### src/rtl/clock_seg_display_if.sv
// rtl/clock_seg_display_if.sv - time input and display drive bundle for clock_seg_display
// Purpose: groups the binary time inputs and the multiplexed 7-segment outputs.
// Signals:
//   hrs, mins, secs  binary time fields (6 bits each), driven by the time source
//   an               digit enables, active low (an[5]=H tens .. an[0]=S ones)
//   seg              segments gfedcba, active low (seg[6]=g)
//   dp               decimal point, active low
//   frame_start      one-cycle pulse when the scan wraps to digit 0
// Modports: master = time source / display observer, slave = display driver.
interface clock_seg_display_if;
  logic [5:0] hrs;
  logic [5:0] mins;
  logic [5:0] secs;
  logic [5:0] an;
  logic [6:0] seg;
  logic       dp;
  logic       frame_start;

  modport master (output hrs, mins, secs, input an, seg, dp, frame_start);
  modport slave  (input hrs, mins, secs, output an, seg, dp, frame_start);
endinterface

### src/rtl/clock_seg_display.sv
// rtl/clock_seg_display.sv - 6-digit multiplexed common-anode 7-segment HH MM SS driver
// Purpose: refresh prescaler, digit scan counter, per-frame snapshot of the time
//   fields and a binary-to-digit/segment decoder; all outputs registered.
// Optional feature macro: COLON_BLINK_EN (dp lit on H ones and M ones on even seconds).
// Ports:
//   clk   system clock
//   rst   asynchronous, active-high reset
//   disp  clock_seg_display_if.slave: hrs/mins/secs in, an/seg/dp/frame_start out
// Parameter:
//   REFRESH_DIV  clk cycles per digit slot (>= 1)
module clock_seg_display #(
  parameter int REFRESH_DIV = 50000
) (
  input  logic                 clk,
  input  logic                 rst,
  clock_seg_display_if.slave   disp
);

  localparam int PW = (REFRESH_DIV > 1) ? $clog2(REFRESH_DIV) : 1;
  localparam logic [PW-1:0] LAST = PW'(REFRESH_DIV - 1);
  localparam logic [6:0] SEG_DASH = 7'b0111111;

  logic [PW-1:0] count;
  logic          tick;
  logic [2:0]    idx;
  logic [2:0]    idx_next;
  logic          wrap;
  logic [5:0]    snap_h, snap_m, snap_s;
  logic [5:0]    src_h, src_m, src_s;
  logic [5:0]    field;
  logic          field_bad;
  logic [5:0]    tens;
  logic [5:0]    ones;
  logic [5:0]    digit;
  logic [5:0]    an_next;
  logic [6:0]    seg_next;
  logic          dp_next;

  function automatic logic [6:0] encode(input logic [5:0] d);
    case (d)
      6'd0:    encode = 7'b1000000;
      6'd1:    encode = 7'b1111001;
      6'd2:    encode = 7'b0100100;
      6'd3:    encode = 7'b0110000;
      6'd4:    encode = 7'b0011001;
      6'd5:    encode = 7'b0010010;
      6'd6:    encode = 7'b0000010;
      6'd7:    encode = 7'b1111000;
      6'd8:    encode = 7'b0000000;
      6'd9:    encode = 7'b0010000;
      default: encode = SEG_DASH;
    endcase
  endfunction

  assign tick     = (count == LAST);
  assign idx_next = (idx == 3'd5) ? 3'd0 : idx + 3'd1;
  assign wrap     = tick && (idx == 3'd5);

  // Digit 0 is decoded from the values being captured on this very edge,
  // so the live inputs are used when the scan is about to wrap.
  assign src_h = (idx == 3'd5) ? disp.hrs  : snap_h;
  assign src_m = (idx == 3'd5) ? disp.mins : snap_m;
  assign src_s = (idx == 3'd5) ? disp.secs : snap_s;

  always_comb begin
    field     = src_s;
    field_bad = 1'b0;
    case (idx_next[2:1])
      2'd0: begin
        field     = src_h;
        field_bad = (src_h > 6'd23);
      end
      2'd1: begin
        field     = src_m;
        field_bad = (src_m > 6'd59);
      end
      default: begin
        field     = src_s;
        field_bad = (src_s > 6'd59);
      end
    endcase
    tens     = field / 6'd10;
    ones     = field % 6'd10;
    // Even slots carry the tens digit, odd slots the ones digit.
    digit    = idx_next[0] ? ones : tens;
    seg_next = field_bad ? SEG_DASH : encode(digit);
    an_next  = ~(6'b100000 >> idx_next);
`ifdef COLON_BLINK_EN
    dp_next  = ((idx_next == 3'd1) || (idx_next == 3'd3)) ? src_s[0] : 1'b1;
`else
    dp_next  = 1'b1;
`endif
  end

  always_ff @(posedge clk or posedge rst) begin
    if (rst) begin
      count            <= '0;
      idx              <= 3'd5;
      snap_h           <= '0;
      snap_m           <= '0;
      snap_s           <= '0;
      disp.an          <= 6'b111111;
      disp.seg         <= 7'b1111111;
      disp.dp          <= 1'b1;
      disp.frame_start <= 1'b0;
    end else begin
      count            <= tick ? '0 : count + PW'(1);
      disp.frame_start <= wrap;
      if (wrap) begin
        snap_h <= disp.hrs;
        snap_m <= disp.mins;
        snap_s <= disp.secs;
      end
      if (tick) begin
        idx      <= idx_next;
        disp.an  <= an_next;
        disp.seg <= seg_next;
        disp.dp  <= dp_next;
      end
    end
  end

endmodule

### src/flat_wrapper.sv
// flat-port wrapper written by rule: the top's interface ports become plain ports
module clock_seg_display_flat 
#(
  parameter int REFRESH_DIV = 50000
)
  (clk, rst, disp_hrs, disp_mins, disp_secs, disp_an, disp_seg, disp_dp, disp_frame_start);
  clock_seg_display_if disp_i ();
  input  logic clk;
  input  logic rst;
  input wire logic [$bits(disp_i.hrs)-1:0] disp_hrs;
  input wire logic [$bits(disp_i.mins)-1:0] disp_mins;
  input wire logic [$bits(disp_i.secs)-1:0] disp_secs;
  output wire logic [$bits(disp_i.an)-1:0] disp_an;
  output wire logic [$bits(disp_i.seg)-1:0] disp_seg;
  output wire logic [$bits(disp_i.dp)-1:0] disp_dp;
  output wire logic [$bits(disp_i.frame_start)-1:0] disp_frame_start;
  assign disp_i.hrs = disp_hrs;
  assign disp_i.mins = disp_mins;
  assign disp_i.secs = disp_secs;
  assign disp_an = disp_i.an;
  assign disp_seg = disp_i.seg;
  assign disp_dp = disp_i.dp;
  assign disp_frame_start = disp_i.frame_start;
  clock_seg_display #(.REFRESH_DIV(REFRESH_DIV)) u_core (.clk(clk), .rst(rst), .disp(disp_i));
endmodule
### config.mk
export PLATFORM = sky130hd
export DESIGN_NAME = clock_seg_display_flat
export DESIGN_NICKNAME = d
export VERILOG_FILES = /design/src/rtl/clock_seg_display_if.sv /design/src/rtl/clock_seg_display.sv /design/src/flat_wrapper.sv
export SDC_FILE = /design/constraint.sdc
export NUM_CORES = 1
export LEC_CHECK = 0
export CELL_PAD_IN_SITES_DETAIL_PLACEMENT = 1
export CELL_PAD_IN_SITES_GLOBAL_PLACEMENT = 1
export CORE_ASPECT_RATIO = 1.25
export CORE_MARGIN = 3
export CORE_UTILIZATION = 40
export CTS_CLUSTER_SIZE = 25
export DETAILED_ROUTE_END_ITERATION = 8
export PLACE_DENSITY_LB_ADDON = 0.25
export SYNTH_ARGS = -nofsm -noshare
export SYNTH_HDL_FRONTEND = slang
export SYNTH_SLANG_ARGS = --single-unit
### constraint.sdc
create_clock -name clk -period 4.4 [get_ports clk]
set_input_delay 0.66 -clock clk [delete_from_list [all_inputs] [get_ports clk]]
set_output_delay 0.66 -clock clk [all_outputs]
set_load 0.1 [all_outputs]
## Word-level counts from Yosys, hierarchy flattened

Memory sizes are Yosys's and may differ from the RTL's.
Cells that the tools add are included.

- Input port bits: 20
- Register bits after elaboration: 51
- Word-level logic and storage cells: 34
- Output and inout bits: 15
- Memories kept: 1
- Memory bits (read-only): 112

Memories:

| name | depth | width | rd ports | clocked after Yosys merged registers in | write ports | line | text |
|---|---|---|---|---|---|---|---|
| (name not given) | 16 | 7 | 1 | 0 | 0 | clock_seg_display.sv:40 | `case (d)` |

- Mux-type cells: 10
- Shift-type cells: 1
- Bitwise operators: 1
- Order comparisons: 3
- Reductions and logical operators: 3
- Eq/ne operators: 3
- Add/sub/neg operators: 2
- Divide/modulo/power cells: 2

Operators by type and width:

| cell | number |
|---|---|
| 6-bit 2-to-1 mux | 4 |
| 16-bit by 1-bit adder with 16-bit output, second input constant | 1 |
| 16-bit == test, second input constant | 1 |
| 16-bit 2-to-1 mux | 1 |
| 7-bit 2-to-1 mux | 2 |
| 6-bit greater-than comparator, second input constant | 2 |
| 6-bit one-hot mux with 2 select lines | 1 |
| 6-bit by 4-bit divider with 6-bit output, second input constant | 1 |
| 6-bit by 5-bit greater-than comparator with 1-bit output, second input constant | 1 |
| 6-bit by 4-bit remainder unit with 6-bit output, second input constant | 1 |
| 6-bit NOT | 1 |
| 6-bit by 3-bit right shift with 6-bit output, first input constant | 1 |
| 2-bit zero test | 2 |
| 3-bit by 1-bit adder with 3-bit output, second input constant | 1 |
| 3-bit == test, second input constant | 1 |
| 3-bit 2-to-1 mux | 1 |
| 2-bit by 1-bit == test with 1-bit output, second input constant | 1 |
| 1-bit one-hot mux with 2 select lines | 1 |
| 1-bit logical AND | 1 |

## Longest topological paths before layout

- Depth in word-level cells: 9
- Mapped depth: 20
- Depth with buffers taken out: 19

## Least setup slack after synthesis

No wires, ideal clock.

- Kind: register to register
- Start: register u_core.idx[2]
- End: register u_core.disp.seg[4]
- Clock period less this slack: 4.207 ns
- Path slack: 0.193 ns
- Data arrival time: 4.109 ns
- Buffers on the path: 1
- Required time: 4.302 ns
- Stages on the path, launching flop included: 19
- Library setup time: 0.098 ns
- Path through: dfstp_2 nand3b_1 and2_0 clkbuf_1 o211a_2 clkinv_2 ha_1 nor2b_1 a221oi_4 nand2b_4 mux2i_4 or4_1 o211ai_1 ha_1 inv_1 a2bb2oi_1 o21ai_0 a2111oi_2 a311oi_1

- Cells in the longest elaborated chain, start to end: 9
- Elaborated cells between the ends (all ways): 20
- Classes of those cells: 1 x add/sub; 2 x div; 3 x order compare; 2 x eq/ne; 9 x mux; 2 x reduce/logical; 1 x memory

Ends and longest elaborated chain:

| element | line | text |
|---|---|---|
| start: declaration | clock_seg_display.sv:25 | `logic [2:0] idx;` |
| start signal: assignment | clock_seg_display.sv:115 | `idx <= idx_next;` |
| 3-bit by 1-bit adder with 3-bit output / 3-bit == test (equally long branches) | clock_seg_display.sv:56, clock_seg_display.sv:61, clock_seg_display.sv:62 |  |
| 3-bit 2-to-1 mux | clock_seg_display.sv:56 | `assign idx_next = (idx == 3'd5) ? 3'd0 : idx + 3'd1;` |
| 2-bit by 1-bit == test with 1-bit output / 2-bit zero test (equally long branches) | clock_seg_display.sv:68 | `case (idx_next[2:1])` |
| 6-bit one-hot mux with 2 select lines | clock_seg_display.sv:68 |  |
| 6-bit by 4-bit divider with 6-bit output / 6-bit by 4-bit remainder unit with 6-bit output (equally long branches) | clock_seg_display.sv:82, clock_seg_display.sv:83 |  |
| 6-bit 2-to-1 mux | clock_seg_display.sv:85 | `digit = idx_next[0] ? ones : tens;` |
| memory read 16 x 7 bit / 2-bit zero test (equally long branches) | n/a |  |
| 7-bit 2-to-1 mux | clock_seg_display.sv:40 |  |
| 7-bit 2-to-1 mux (*) | clock_seg_display.sv:86 | `seg_next = field_bad ? SEG_DASH : encode(digit);` |
| end signal: assignment | clock_seg_display.sv:117 | `disp.seg <= seg_next;` |
| end: declaration | clock_seg_display_if.sv:20 | `modport slave (input hrs, mins, secs, output an, seg, dp, frame_start);` |

Mark *: on every way between the ends. The rest lies on a longest branch, timed or not.
A chain may end at the register's enable or synchronous reset.

## Worst setup path in the final report

- Start: register u_core.idx[1]
- End: register u_core.disp.seg[3]

The elaborated chain is that of the path after synthesis.

==> impl_metrics.json <==
{
  "r2r_setup_slack_ps": 150,
  "critPathKind": "reg -> reg",
  "die-area_um2": 9200,
  "synthArstFlopShare": 1.00,
  "outcome": "complete, no violations",
  "h-tree-depth": 2,
  "fin_crit_ps": 4250,
  "start_util": 0.413,
  "drt.antenna.violating_nets": 0,
  "max_slew.worst_pin.slew_ps": 1050,
  "slew_headroom": 0.298,
  "gr-total-overflow": 0,
  "power_uw": 795,
  "synth.distinct_cells": 78,
  "ys.flop_type": "dfrtp_1",
  "critPathCapture": "u_core.disp.seg[3]",
  "setup_viol_count_final": 0,
  "finClkSkew_ps": 13.0,
  "drtIter0Drc": 55,
  "r2r_end": "u_core.disp.seg[3]",
  "fmax_mhz": 235,
  "yosys_warnings": 0,
  "crit_fanout": 7,
  "grt_start_max_net_pins": 52,
  "synth_adder_area_share": 0.0426,
  "coreArea_um2": 7840,
  "cts_root_buffer": "clkbuf_8",
  "cts_buffers": 5,
  "worst_setup_path_start_kind": "register",
  "tritoncts": "yes",
  "routabilityCongestion": 0.822,
  "final_cell_mix": "buf_4, dfrtp_1, clkdlybuf4s50_1",
  "synth-seq-cells": 51,
  "viasPerCell": 5.56,
  "placed_cell_area_um2": 3870,
  "netlist_instances": 314,
  "r2r_cells": 19,
  "r2r_start": "u_core.idx[1]",
  "p_clk_frac": 0.368,
  "grt_pass1_vias": 2838,
  "arrival_ps": 4510,
  "die_w_um": 86.4,
  "power_frac_comb": 0.042,
  "vdd_drop_max_mv": 0.216,
  "fp-row-count": 36,
  "whs_ps": 475,
  "wl_per_cell_um": 17.6,
  "synthesis.area_um2": 3230,
  "powerDensity_nw_per_um2": 186,
  "cts_buffer_depth": 2,
  "synth_fp_nets": 345,
  "cp-startpoint": "u_core.idx[1]",
  "drc": 0,
  "cap_violations": 0,
  "grt_pass1_wl_um": 13800,
  "layout_commonest_cell": "buf_4",
  "cp.required_ps": 4650,
  "syn2layout_area_growth_pct": 32.1,
  "port-buffer-count": 33,
  "p_int_uw": 614,
  "postLayoutSetupSlackWorst_ps": 145,
  "min_period_over_period": 0.967,
  "ctsHoldBuffers": 0,
  "dr.pass1.iters": 4,
  "num_vias": 2668,
  "yosysTopAreaCellShare": 0.279,
  "cts.sinks": 51,
  "drive_above_1_share": 0.345,
  "routed_wl_um": 8470,
  "clkSlewWorstSetupHoldPaths_ps": 100,
  "ios": 35,
  "synth_top_cell_by_area": "dfrtp_1",
  "num-fill-cells": 881,
  "clock_latency_ps": 320,
  "fp.dieH_um": 107,
  "postSynthAreaPerCell_um2": 10.3,
  "place_ws_ps": -157,
  "yosys.area_share.simple": 0.184,
  "finalHoldViolations": 0,
  "fin_nets": 415,
  "hpwl_um": 6120,
  "p_leak_nw": 1.84,
  "fin_area_um2": 4270,
  "grt_usage": 0.188,
  "synth.area.mux_share": 0.111,
  "synth_compound_area_frac": 0.179,
  "power_switching_uw": 181,
  "synth_top_family_by_area": "simple AND/OR/NAND/NOR gates",
  "synthTopCellsByArea": "dfrtp_1, dfstp_2, mux2_2",
  "grt_antenna_before_repair": 0,
  "power.share.switching": 0.227,
  "power_frac_seq": 0.590,
  "antennaDiodeCount": 0,
  "synth-xor-area-share": 0.0457,
  "synth_edf_count": 0,
  "end_kind": "register",
  "hp-class": "reg -> reg",
  "drv_slew": 0,
  "ys_seq_area_frac": 0.401
}
## sequential cells by signal (all words and copies together), names as in the netlist
register / count
u_core.count: 16
u_core.disp.an: 6
u_core.disp.frame_start: 1
u_core.disp.seg: 7
u_core.idx: 3
u_core.snap_h: 6
u_core.snap_m: 6
u_core.snap_s: 6
## synth_stat cells, drive strengths merged (3+ instances only)
library cell / number
and2: 6
o22a: 3
nor4b: 4
nand3: 11
nor2b: 3
o311ai: 3
xor2: 8
o211a: 3
a21oi: 12
nand3b: 3
a21o: 3
o211ai: 3
o21ai: 8
dfstp: 15
mux2i: 10
ha: 11
a22oi: 3
nand2b: 3
nor2: 29
nor3: 9
mux2: 22
xnor2: 8
inv: 9
dfrtp: 36
buf: 10
a211oi: 7
a2111oi: 3
clkbuf: 5
nand2: 24
and3: 6
or4: 3
## worst min-delay path by stage
stage | startpoint | end | slack (ps) | depth (start not counted)
global placement | u_core.count[0] | u_core.count[0] | 440 | 1
detailed placement | u_core.count[0] | u_core.count[0] | 470 | 1
CTS | u_core.count[0] | u_core.count[0] | 480 | 1
global route | u_core.count[0] | u_core.count[0] | 510 | 1
finish | u_core.count[0] | u_core.count[0] | 470 | 1
floorplan | u_core.count[0] | u_core.count[0] | 430 | 1
## routing by layer
| metal | track usage | wire (um) | up-vias |
|---|---|---|---|
| met4 | 0.0612 | 136 | 0 |
| met5 | 0 | 0 | - |
| met3 | 0.0302 | 158 | 10 |
| li1 | - | - | 1284 |
| met2 | 0.337 | 4510 | 23 |
| met1 | 0.227 | 3660 | 1351 |
## cells by family after synthesis
group / count (synthesis)
AO/OA/AOI/OAI: 68
other: 1
flip-flops: 51
multiplexers: 32
buffers and inverters: 25
XOR/XNOR: 16
adder cells (fa/ha/maj): 11
AND/OR/NAND/NOR: 110
## critical path, stage by stage, from the launching register on
cell and delay, ps:
dfrtp_2 490, or4_1 520, o31a_1 130, o211a_2 150
buf_4 160, nor3_2 190, a21oi_2 70, ha_2 200
nand3_2 80, a211oi_2 60, or2_4 280, xnor2_2 140
ha_2 210, o32ai_4 260, a22oi_2 90, o311ai_2 380
nand3_2 210, buf_6 170, nor4b_4 320, a211oi_2 80
## repair_timing
item,4_1_cts,5_1_grt
endpoints found under the hold margin,0,0
endpoints found under the setup margin,0,7
gates resized for setup,0,43
setup buffers,0,11
## cell type report
class / instances / area (um^2) / share of cell area
Multi-Input combinational cell: 238 / 2020 / 0.473
Sequential cell: 51 / 1300 / 0.303
Timing Repair Buffer: 78 / 699 / 0.164
Tap cell: 95 / 119 / 0.0278
Clock buffer: 6 / 82.6 / 0.0193
Inverter: 10 / 38.8 / 0.00908
Clock inverter: 2 / 15.0 / 0.00351
## power groups by stage
stage	sequential, mW	clock, mW	combinational, mW
after floorplan	0.478	0	0.0128
after global placement	0.478	0	0.0334
after detailed placement	0.478	0	0.0338
after CTS	0.469	0.304	0.0338
after global routing	0.469	0.323	0.0364
final	0.469	0.292	0.0331
## stage by stage
stage / utilization / TNS (ps) / instances
global placement: 0.494 / -52.6 / 462
CTS: 0.506 / 0 / 470
floorplan: - / 0 / 314
global route: 0.545 / -375 / 480
finish: 0.545 / 0 / 480
detailed placement: 0.494 / -548 / 462
No activity file was read; power rests on OpenSTA's default activity.
